`src/rtl/dmem_arbiter.sv`:
```
// ---------------------------------------------------------------------------
// dmem_arbiter
//
// Shares one single-port 32x16 data memory between the two memory lanes of
// the dual-issue pipeline. Lane 0 carries the older instruction of an issue
// pair. When both lanes request in the same cycle, lane 0 goes first and
// lane 1 is owed the very next slot. Memory accesses therefore retire in
// program order, and lane 1 cannot be starved by a stream of lane-0 requests.
//
// Pipeline:  grant (T) -> memory access (T+1) -> writeback response (T+2).
//
// Ports
//   clk                      system clock, rising edge
//   rst_n                    synchronous, active-low reset
//   req_valid[1:0]           per-lane request, held until granted
//   req_isst[1:0]            per-lane 1 = store, 0 = load
//   req_addr0/1   [15:0]     word address (ALU result); only [4:0] is used,
//                            and any set bit in [15:5] is out of range
//   req_wdata0/1  [15:0]     store data
//   req_rd0/1     [2:0]      destination register
//   grant[1:0]               combinational, one-hot or zero
//   stall                    combinational, a valid lane was not granted
//   mem_en/mem_we            registered memory enable / write enable
//   mem_addr      [4:0]      registered word address
//   mem_wdata     [15:0]     registered write data (0 for loads)
//   mem_rdata     [15:0]     synchronous read data, one cycle after mem_en
//   resp_valid/resp_lane     writeback word valid / owning lane
//   resp_rdval    [19:0]     {store_flag, load data, rd}
//   addr_err                 out-of-range access, aligned with resp_valid
// ---------------------------------------------------------------------------
module dmem_arbiter (
    input  logic        clk,
    input  logic        rst_n,
    input  logic [1:0]  req_valid,
    input  logic [1:0]  req_isst,
    input  logic [15:0] req_addr0,
    input  logic [15:0] req_addr1,
    input  logic [15:0] req_wdata0,
    input  logic [15:0] req_wdata1,
    input  logic [2:0]  req_rd0,
    input  logic [2:0]  req_rd1,
    output logic [1:0]  grant,
    output logic        stall,
    output logic        mem_en,
    output logic        mem_we,
    output logic [4:0]  mem_addr,
    output logic [15:0] mem_wdata,
    input  logic [15:0] mem_rdata,
    output logic        resp_valid,
    output logic        resp_lane,
    output logic [19:0] resp_rdval,
    output logic        addr_err
);

    // -----------------------------------------------------------------------
    // Types
    // -----------------------------------------------------------------------
    typedef enum logic {
        FAIR = 1'b0,   // lane 0 has priority
        OWE1 = 1'b1    // lane 1 was denied last cycle and goes first now
    } arb_state_t;

    // Side-band tags that travel alongside the memory access so the
    // response can be assembled when the read data returns.
    typedef struct packed {
        logic       valid;
        logic       lane;
        logic       isst;
        logic       err;
        logic [2:0] rd;
    } tag_t;

    // -----------------------------------------------------------------------
    // Per-lane request decode
    // -----------------------------------------------------------------------
    logic [15:0] lane_addr  [2];
    logic [15:0] lane_wdata [2];
    logic [2:0]  lane_rd    [2];
    logic [1:0]  lane_in_range;

    assign lane_addr[0]  = req_addr0;
    assign lane_addr[1]  = req_addr1;
    assign lane_wdata[0] = req_wdata0;
    assign lane_wdata[1] = req_wdata1;
    assign lane_rd[0]    = req_rd0;
    assign lane_rd[1]    = req_rd1;

    genvar gi;
    generate
        for (gi = 0; gi < 2; gi++) begin : g_lane
            // The memory holds 32 words; any upper address bit means the
            // access falls outside it and must not touch the array.
            assign lane_in_range[gi] = ~|lane_addr[gi][15:5];
        end
    endgenerate

    // -----------------------------------------------------------------------
    // Arbitration FSM
    // -----------------------------------------------------------------------
    arb_state_t state_reg;
    arb_state_t state_next;
    logic [1:0] grant_next;

    always_ff @(posedge clk) begin
        if (!rst_n) begin
            state_reg <= FAIR;
        end else begin
            state_reg <= state_next;
        end
    end

    always_comb begin
        state_next = state_reg;
        grant_next = 2'b00;
        // Grants are held off entirely while reset is asserted.
        if (rst_n) begin
            case (state_reg)
                FAIR: begin
                    grant_next[0] = req_valid[0];
                    grant_next[1] = req_valid[1] & ~req_valid[0];
                    if (&req_valid) begin
                        state_next = OWE1;
                    end
                end
                OWE1: begin
                    grant_next[1] = req_valid[1];
                    grant_next[0] = req_valid[0] & ~req_valid[1];
                    // Either lane 1 is served now, or it dropped its owed
                    // request (a protocol violation that is simply
                    // discarded). Both cases settle the debt.
                    state_next = FAIR;
                end
                default: begin
                    state_next = FAIR;
                end
            endcase
        end
    end

    assign grant = grant_next;
    assign stall = rst_n & (|(req_valid & ~grant_next));

    // -----------------------------------------------------------------------
    // Selected request (grant is one-hot, so grant[1] names the lane)
    // -----------------------------------------------------------------------
    logic        any_grant;
    logic        sel_lane;
    logic        sel_isst;
    logic        sel_in_range;
    logic [4:0]  sel_waddr;
    logic [15:0] sel_wdata;
    logic [2:0]  sel_rd;
    logic        sel_access;

    assign any_grant    = |grant_next;
    assign sel_lane     = grant_next[1];
    assign sel_isst     = req_isst[sel_lane];
    assign sel_in_range = lane_in_range[sel_lane];
    assign sel_waddr    = lane_addr[sel_lane][4:0];
    assign sel_wdata    = lane_wdata[sel_lane];
    assign sel_rd       = lane_rd[sel_lane];
    assign sel_access   = any_grant & sel_in_range;

    // -----------------------------------------------------------------------
    // Memory stage (T+1)
    // -----------------------------------------------------------------------
    logic        mem_en_reg;
    logic        mem_we_reg;
    logic [4:0]  mem_addr_reg;
    logic [15:0] mem_wdata_reg;

    always_ff @(posedge clk) begin
        if (!rst_n) begin
            mem_en_reg    <= 1'b0;
            mem_we_reg    <= 1'b0;
            mem_addr_reg  <= 5'd0;
            mem_wdata_reg <= 16'h0000;
        end else begin
            mem_en_reg <= sel_access;
            mem_we_reg <= sel_access & sel_isst;
            // Address and data only move on a real access, so idle and
            // suppressed slots leave the bus quiet.
            if (sel_access) begin
                mem_addr_reg  <= sel_waddr;
                mem_wdata_reg <= sel_isst ? sel_wdata : 16'h0000;
            end
        end
    end

    assign mem_en    = mem_en_reg;
    assign mem_we    = mem_we_reg;
    assign mem_addr  = mem_addr_reg;
    assign mem_wdata = mem_wdata_reg;

    // -----------------------------------------------------------------------
    // Two-stage tag shift pipeline (T+1, T+2)
    // -----------------------------------------------------------------------
    tag_t tag_in;
    tag_t tag_reg [2];

    always_comb begin
        tag_in       = '0;
        tag_in.valid = any_grant;
        tag_in.lane  = sel_lane;
        tag_in.isst  = any_grant & sel_isst;
        tag_in.err   = any_grant & ~sel_in_range;
        tag_in.rd    = any_grant ? sel_rd : 3'd0;
    end

    // Reset clears both stages, so anything granted before reset never
    // produces a response.
    always_ff @(posedge clk) begin
        if (!rst_n) begin
            tag_reg[0] <= '0;
            tag_reg[1] <= '0;
        end else begin
            tag_reg[0] <= tag_in;
            tag_reg[1] <= tag_reg[0];
        end
    end

    // -----------------------------------------------------------------------
    // Response (T+2). mem_rdata arrives this cycle for a load issued at T+1,
    // so the writeback word is assembled combinationally from it and the
    // registered tags.
    // -----------------------------------------------------------------------
    always_comb begin
        resp_rdval = 20'h00000;
        if (tag_reg[1].valid) begin
            if (tag_reg[1].isst) begin
                resp_rdval = {1'b1, 16'h0000, 3'd0};
            end else if (tag_reg[1].err) begin
                resp_rdval = {1'b0, 16'h0000, tag_reg[1].rd};
            end else begin
                resp_rdval = {1'b0, mem_rdata, tag_reg[1].rd};
            end
        end
    end

    assign resp_valid = tag_reg[1].valid;
    assign resp_lane  = tag_reg[1].lane;
    assign addr_err   = tag_reg[1].valid & tag_reg[1].err;

endmodule

```
`config.mk`:
```
export PLATFORM = sky130hd
export DESIGN_NAME = dmem_arbiter
export DESIGN_NICKNAME = d
export VERILOG_FILES = /design/src/rtl/dmem_arbiter.sv
export SDC_FILE = /design/constraint.sdc
export NUM_CORES = 1
export LEC_CHECK = 0
export ABC_CLOCK_PERIOD_IN_PS = 3400
export CAP_MARGIN = 25
export CORE_ASPECT_RATIO = 1.75
export CORE_UTILIZATION = 32
export DETAILED_ROUTE_END_ITERATION = 8
export PLACE_DENSITY = 0.8
export SYNTH_ARGS = -nofsm -noshare
export SYNTH_HDL_FRONTEND = slang
export SYNTH_SLANG_ARGS = --single-unit
```
`constraint.sdc`:
```
create_clock -name clk -period 3.4 [get_ports clk]
set_clock_uncertainty 0.1 [all_clocks]
set_input_delay 1.02 -clock clk [delete_from_list [all_inputs] [get_ports clk]]
set_output_delay 1.02 -clock clk [all_outputs]
set_load 0.02 [all_outputs]
```
-- Word-level counts from Yosys, hierarchy flattened
Memories as Yosys holds them, arrays and structs flattened.
Index checks and enable logic that the tools add are counted.
- magnitude comparators: 2
- mux-type cells: 26
- bitwise operators: 17
- reduce and logical (&&, ||, !) cells: 7
- operators with widths (operator ; number):
    two-way mux 16 bit ; 4
    two-way mux 20 bit ; 2
    OR reduction 11 bit ; 2
    two-way mux 19 bit ; 1
    two-way mux 5 bit ; 3
    two-way mux 7 bit ; 2
    two-way mux 3 bit ; 4
    AND 1 bit ; 8
    two-way mux 1 bit ; 7
    NOT 1 bit ; 4
    case mux 2 bit (2 select lines) ; 1
    OR reduction 2 bit ; 2
    AND 2 bit ; 1
    greater-or-equal comparator 2 bit (second input constant) ; 1
    zero test 1 bit ; 2
    less-than comparator 1 x 2 -> 1 bit (second input constant) ; 1
    two-way mux 2 bit ; 1
    NOT 1 -> 2 bit ; 1
    NOT 2 bit ; 1
    bitwise OR 1 bit ; 2
    case mux 1 bit (2 select lines) ; 1
    AND reduction 2 bit ; 1
- register bits: 24
- memory bits (writable): 14
- bits of input ports: 92
- output and inout port bits: 49
- word-level logic and storage cells: 58
- memories kept: 1
- memory list (memory ; words ; width ; read ports ; clocked after Yosys merged registers in ; write ports ; line ; text):
    tag_reg ; 2 ; 7 ; 2 ; 0 ; 2 ; 199 ; tag_t tag_reg [2];

-- Depth between registers and ports, before layout
Gate-level depths: netlist (run 1).
- word-level depth: 10
- gate-level depth with buffers: 8

-- Least setup slack after synthesis (run 1)
No wires, ideal clock.
- path type: input-to-output
- start: input port req_valid[0]
- end: output port grant[1]
- data arrival time: 2186 ps
- required time: 2280 ps
- setup slack: 94 ps
- cell stages on the path: 7
- path buffers: 4
- path through: nor2b_1 > or2_1 > buf_6 > buf_2 > buf_2 > inv_1 > buf_4
- RTL lines (item ; line ; text):
    start: declaration ; 34 ; input logic [1:0] req_valid,
    end: declaration ; 42 ; output logic [1:0] grant,

-- Worst setup path after layout (run 1)
- start: input port mem_rdata[15]
- end: output port resp_rdval[18]
- longest elaborated chain between the ends: 3
- ends and longest elaborated chain (item ; line ; text):
    start: declaration ; 48 ; input logic [15:0] mem_rdata,
    two-way mux 19 bit ; 232 ; end else if (tag_reg[1].err) begin
    two-way mux 20 bit ; 230 ; if (tag_reg[1].isst) begin
    two-way mux 20 bit ; 229 ; if (tag_reg[1].valid) begin
    end: declaration ; 51 ; output logic [19:0] resp_rdval,
Every way passes these cells.

==> run metrics, run 1 <==
outcome complete, but fails checks; violated checks DRC; Residual DRC 32; slowest stage delay, CP around 0.6 ns; synth warn 0; first-pass GRT wire length about 8.3 mm; ANT cells 0; peak supply drop 0.000220 V; syn nets roughly 250; synth unique cells 29; proportion of layout cells with a drive suffix above 1 between 10 and 15%; Syn Inst Count ~160; GRT Total Usage roughly a fifth; worst min path class reg2reg; Die Y slightly below 100 µm; Clock Tree Buf Depth 2; number of port buffers 140; CP max stage cell clkdlybuf4s50_1; Max Cap Viol 0; row count 34; Routed Antenna Nets 0; Largest register FFs 16; clock root buffer clkbuf_8; H-tree levels 2; CP top delay family buffers and inverters; final design utilization 66.1%; CTS Buf Count 5; DRT iter0 DRCs around 60; DR pass1 iterations 6; Max Used Layer met4; # IOs 141; crit end category primary output; postcts setup bufs 0; CTS Hold Bufs 0; die width ~57 µm; # setup viols final 0; Met2 Routed Length approximately 3.1 mm; Congestion Overflow GR 0; vias in the first global route 1812; crit share post-route a little over nine tenths; #FFs+latches synth 38; average cell area after synthesis 10.6 µm²; post-route total power ~1.0 mW; clock transition at the registers of the reported paths ~0.070 ns; NumNets Final between 400 and 500; relative slew slack a little over a third; RSZ-0062 raised after global routing no; DP Cell Count roughly 360; routed wl met3 just over 500 µm; initial antenna violation count 0; Vias between 1.5k and 2k; Slew Limit Fails 0; CP Launch Type primary input; final std cells w/o fill 371; area growth from synthesis to layout 96.7%; RD Place Congestion approximately 0.75; Slew @ Worst Pin 0.953 ns; worst-path maximum fanout 1; Synth Cell Area 0.00170 mm²; Peak Freq about 300 MHz; worst path required time approximately 2.3 ns; wl on met1 between 1.5 and 2 mm; fillers 430; post-route minimum period roughly 3.3 ns; most frequent CP cell clkdlybuf4s50_1; leakage power roughly 1.4 nW; Initial Util approximately a third; largest net degree at the start of global routing 26; critical-path cell list clkdlybuf4s50_1 > and2_1 > clkdlybuf4s50_1; Design Area, Final between 0.003 and 0.004 mm²; critical setup path kind in2out; CTS tree yes; clk_lat worst skew between 0.2 and 0.3 ns; Cell Pwr Density 312 mW/mm²; routed len/inst between 10 and 15 µm; die area 0.00562 mm²; placed wire-length estimate between 4 and 5 mm; Hold WS around 0.34 ns; Hold Vio Cnt, Final 0; Post-CTS Resized 4; most frequent cells in the layout 137 x clkdlybuf4s50_1, 38 x dfxtp_1, 28 x and2_1, 17 x mux2i_1, 17 x buf_4; Core Footprint roughly 0.005 mm²; placed instance area between 0.003 and 0.004 mm²; most common cell after layout, fill and taps aside clkdlybuf4s50_1; clk sink count 38; Vias/cell 4.86; Routed WL around 5.4 mm; sequential-to-total area share from yosys stat roughly 45%; Buf/Inv on CP 2; CP arrival between 2 and 2.5 ns
[power breakdown]
group / internal [mW] / total (mW) / switching, mW
clock: 0.218 / 0.378 / 0.160
combinational: 0.140 / 0.209 / 0.0683
sequential: 0.454 / 0.457 / 0.00301
total: 0.812 / 1.04 / 0.231
[per-layer routing]
layer	vias to the layer above	GRT usage, %
met5	-	0
li1	882	-
met3	6	5.77
met1	819	16.7
met2	96	40.0
met4	0	6.19
[cell families (layout without fill, tap and decap cells)]
family                 after synthesis  after routing  synth area share, %
and+or+nand+nor                     52             52                 17.4
muxes                               22             22                 13.3
AOI/OAI and AO/OA                   35             35                 20.1
DFF                                 38             38                 44.7
buffers and inverters               14            170                 4.49
[path summary, 6_finish.rpt]
check                      from              to  slack, ns  depth (start not counted)
hold / removal    tag_reg[0][5]  tag_reg[0][12]       0.34                          1
setup / recovery  mem_rdata[15]  resp_rdval[18]       0.07                          3
setup reg to reg      state_reg    mem_wdata[0]       1.17                          6
hold reg to reg   tag_reg[0][5]  tag_reg[0][12]       0.34                          1
[worst reg2reg max path: cells and delay by family (launching register included)]
family / cells / cell delay (ns)
AO/OA/AOI/OAI: 3 / 1.06
buffers and inverters: 1 / 0.38
flip-flops: 1 / 0.33
AND/OR/NAND/NOR: 2 / 0.31
[cell usage after synthesis (all sizes together)]
master | number | area share (%)
inv | 4 | 0.88
nor2 | 7 | 1.5
o31ai | 6 | 3.5
o2111ai | 1 | 0.51
o31a | 1 | 0.51
clkinv | 1 | 0.22
and3 | 1 | 0.37
a21boi | 1 | 0.44
nand2 | 4 | 0.88
or3 | 2 | 0.74
a21oi | 6 | 1.8
mux2i | 17 | 10
nor2b | 4 | 1.5
or2 | 1 | 0.37
a22o | 3 | 1.5
clkbuf | 2 | 0.44
nor3 | 1 | 0.29
and2 | 28 | 10
o2bb2ai | 16 | 12
dfxtp | 38 | 45
nor4 | 4 | 1.5
mux2 | 5 | 3.3
buf | 7 | 2.9
o21ai | 1 | 0.29
[per-stage QoR]
step | worst slack (ns) | TNS (ns)
CTS | 0.00408 | 0
detailed placement | -0.284 | -2.08
floorplan | 0.0939 | 0
global placement | -0.279 | -1.67
global route | 0.0313 | 0
finish | 0.0727 | 0
[area by class of cell]
type / count / area [µm²] / share of cell area [%]
Timing Repair Buffer: 157 / 1520 / 45.3
Multi-Input combinational cell: 109 / 868 / 25.9
Clock inverter: 3 / 45.0 / 1.35
Inverter: 5 / 18.8 / 0.561
Clock buffer: 5 / 68.8 / 2.06
Tap cell: 54 / 67.6 / 2.02
Sequential cell: 38 / 761 / 22.7
No activity file was read; power rests on OpenSTA's default activity.
==> inputs of run 2 (changes only) <==
--- a/config.mk
+++ b/config.mk
@@ -10,7 +10,7 @@
 export CORE_ASPECT_RATIO = 1.75
 export CORE_UTILIZATION = 32
 export DETAILED_ROUTE_END_ITERATION = 8
-export PLACE_DENSITY = 0.8
+export PLACE_DENSITY = 0.76
 export SYNTH_ARGS = -nofsm -noshare
 export SYNTH_HDL_FRONTEND = slang
 export SYNTH_SLANG_ARGS = --single-unit
==> run 2 against run 1 <==
Against the previous run: the run still ends with DRC left; setup slack worse by 0.032 ns; critical path type unchanged; sequential share of layout area fell by 0.14 points; die area is the same.
==> run metrics, run 2 (synthesized netlist as in run 1, its figures left out) <==
outcome complete, but fails checks; violated checks DRC; die area between 0.005 and 0.006 mm²; placed instance area around 0.0033 mm²; post-route minimum period about 3.4 ns; CP Launch Type primary input; initial antenna violation count 0; Congestion Overflow GR 0; Critical path origin mem_rdata[11]; R2R Path End mem_wdata[2]; Slew @ Worst Pin approximately 0.41 ns; GRT Total Usage between 10% and 20%; Vias/cell 4.84; leakage power roughly 1.4 nW; row count 34; Total Neg Setup Slack 0 ns; largest net degree at the start of global routing 26; # IOs between 100 and 150; Vias about 1.8k; post-route total power around 1.0 mW; Max Cap Viol 0; Routed WL 4.99 mm; die width 57.1 µm; NumNets Final between 400 and 500; Peak Freq around 300 MHz; Clk network pwr share 36.4%; Worst Setup EP resp_rdval[14]; RD Place Congestion between 0.7 and 0.8; worst-path maximum fanout 1; Initial Util approximately a third; RSZ-0062 raised after global routing no; Comb pwr share around 20%; final std cells w/o fill 369; worst reg2reg startpoint state_reg; number of port buffers 140; most frequent cells in the layout 137 x clkdlybuf4s50_1, 38 x dfxtp_1, 28 x and2_1, 17 x mux2i_1, 12 x buf_4; vias in the first global route 1824; DRT iter0 DRCs between 50 and 60; placed wire-length estimate ~4.1 mm; Die Y a little under 100 µm; Routed Antenna Nets 0; r2r setup slk about 1.2 ns; critical setup path kind in2out; relative slew slack 72.6%; CTS tree yes; Hold Vio Cnt, Final 0; Core Footprint 0.00506 mm²; CTS Buf Count 5; Psw 0.232 mW; peak supply drop 0.000300 V; CTS Hold Bufs 0; # setup viols final 0; sequential group share of total power a little over two fifths; routed len/inst between 10 and 15 µm; clk sink count 38; Cell Pwr Density between 300 and 400 mW/mm²; H-tree levels 2; clock transition at the registers of the reported paths 0.08 ns; DP Cell Count 361; proportion of layout cells with a drive suffix above 1 a little over an eighth; Design Area, Final 0.00337 mm²; ANT cells 0; fillers around 420; Reg2Reg Depth 7; clk_lat worst skew 0.29 ns; clock root buffer clkbuf_8; worst min path class reg2reg; crit share post-route a little over nine tenths; switch share between 20% and 30%; DR pass1 iterations 6; first-pass GRT wire length roughly 7.9 mm; worst path required time approximately 2.3 ns; Residual DRC 34; area growth from synthesis to layout 97.9%; CP arrival between 2 and 2.5 ns; Clock Tree Buf Depth 2; Slew Limit Fails 0; Pint around 0.81 mW; Hold WS approximately 0.34 ns; most common cell after layout, fill and taps aside clkdlybuf4s50_1; Largest register FFs 16; crit end category primary output
[run 2: cell types whose count changed in the layout (fill, tap and decap cells not counted)]
cell,before,now
buf_4,17,12
buf_12,0,2
clkbuf_2,2,0
buf_2,0,1
buf_6,0,1
clkdlybuf4s15_2,0,1
[run 2: critical path, stage by stage]
cell and delay [ns]:
clkdlybuf4s50_1 0.49, and2_1 0.13, clkdlybuf4s50_1 0.60
[run 2: worst min-delay path by stage]
stage,from,endpoint,slack (ns),depth (start not counted)
2_1_floorplan,tag_reg[0][0],tag_reg[0][7],0.31,1
3_3_place_gp,tag_reg[0][5],tag_reg[0][12],0.31,1
3_5_place_dp,tag_reg[0][6],tag_reg[0][13],0.32,1
4_1_cts,tag_reg[0][6],tag_reg[0][13],0.34,1
5_1_grt,tag_reg[0][3],tag_reg[0][10],0.34,1
6_report,tag_reg[0][6],tag_reg[0][13],0.34,1
[run 2: per-stage QoR]
| step | util, % | worst slack, ns |
|---|---|---|
| floorplan | - | 0.0939 |
| global placement | 64.3 | -0.345 |
| detailed placement | 64.3 | -0.336 |
| CTS | 66.4 | 0.0308 |
| global route | 66.5 | 0.0134 |
| finish | 66.5 | 0.0409 |
[run 2: power by group through the flow]
stage	clock network [mW]	logic (mW)	registers, mW
2_1_floorplan	0	0.0653	0.468
3_3_place_gp	0	0.210	0.467
3_5_place_dp	0	0.212	0.467
4_1_cts	0.390	0.212	0.457
5_1_grt	0.413	0.224	0.458
6_report	0.380	0.209	0.457
[run 2: cell type report]
cell class | count | area, µm² | area share, %
Multi-Input combinational cell | 109 | 868 | 25.8
Clock buffer | 5 | 68.8 | 2.04
Tap cell | 54 | 67.6 | 2.01
Sequential cell | 38 | 761 | 22.6
Inverter | 5 | 18.8 | 0.557
Timing Repair Buffer | 155 | 1540 | 45.7
Clock inverter | 3 | 45.0 | 1.34
[run 2: per-layer routing]
metal  part of all wire [%]  global-route usage, %  vias to the layer above
met5                      0                      0                        -
met4                    1.2                   6.19                        0
met3                     10                   5.51                        5
met2                     56                   37.8                      103
met1                     32                   15.1                      801
li1                       -                      -                      878
[run 2: repair_timing]
| item | 4_1_cts | 5_1_grt |
|---|---|---|
| cloned | 0 | 0 |
| pin swaps | 0 | 0 |
| setup buffers | 0 | 0 |
| endpoints found under the hold margin | 0 | 0 |
| setup endpoints to repair | 3 | 2 |
| resized for setup | 8 | 1 |
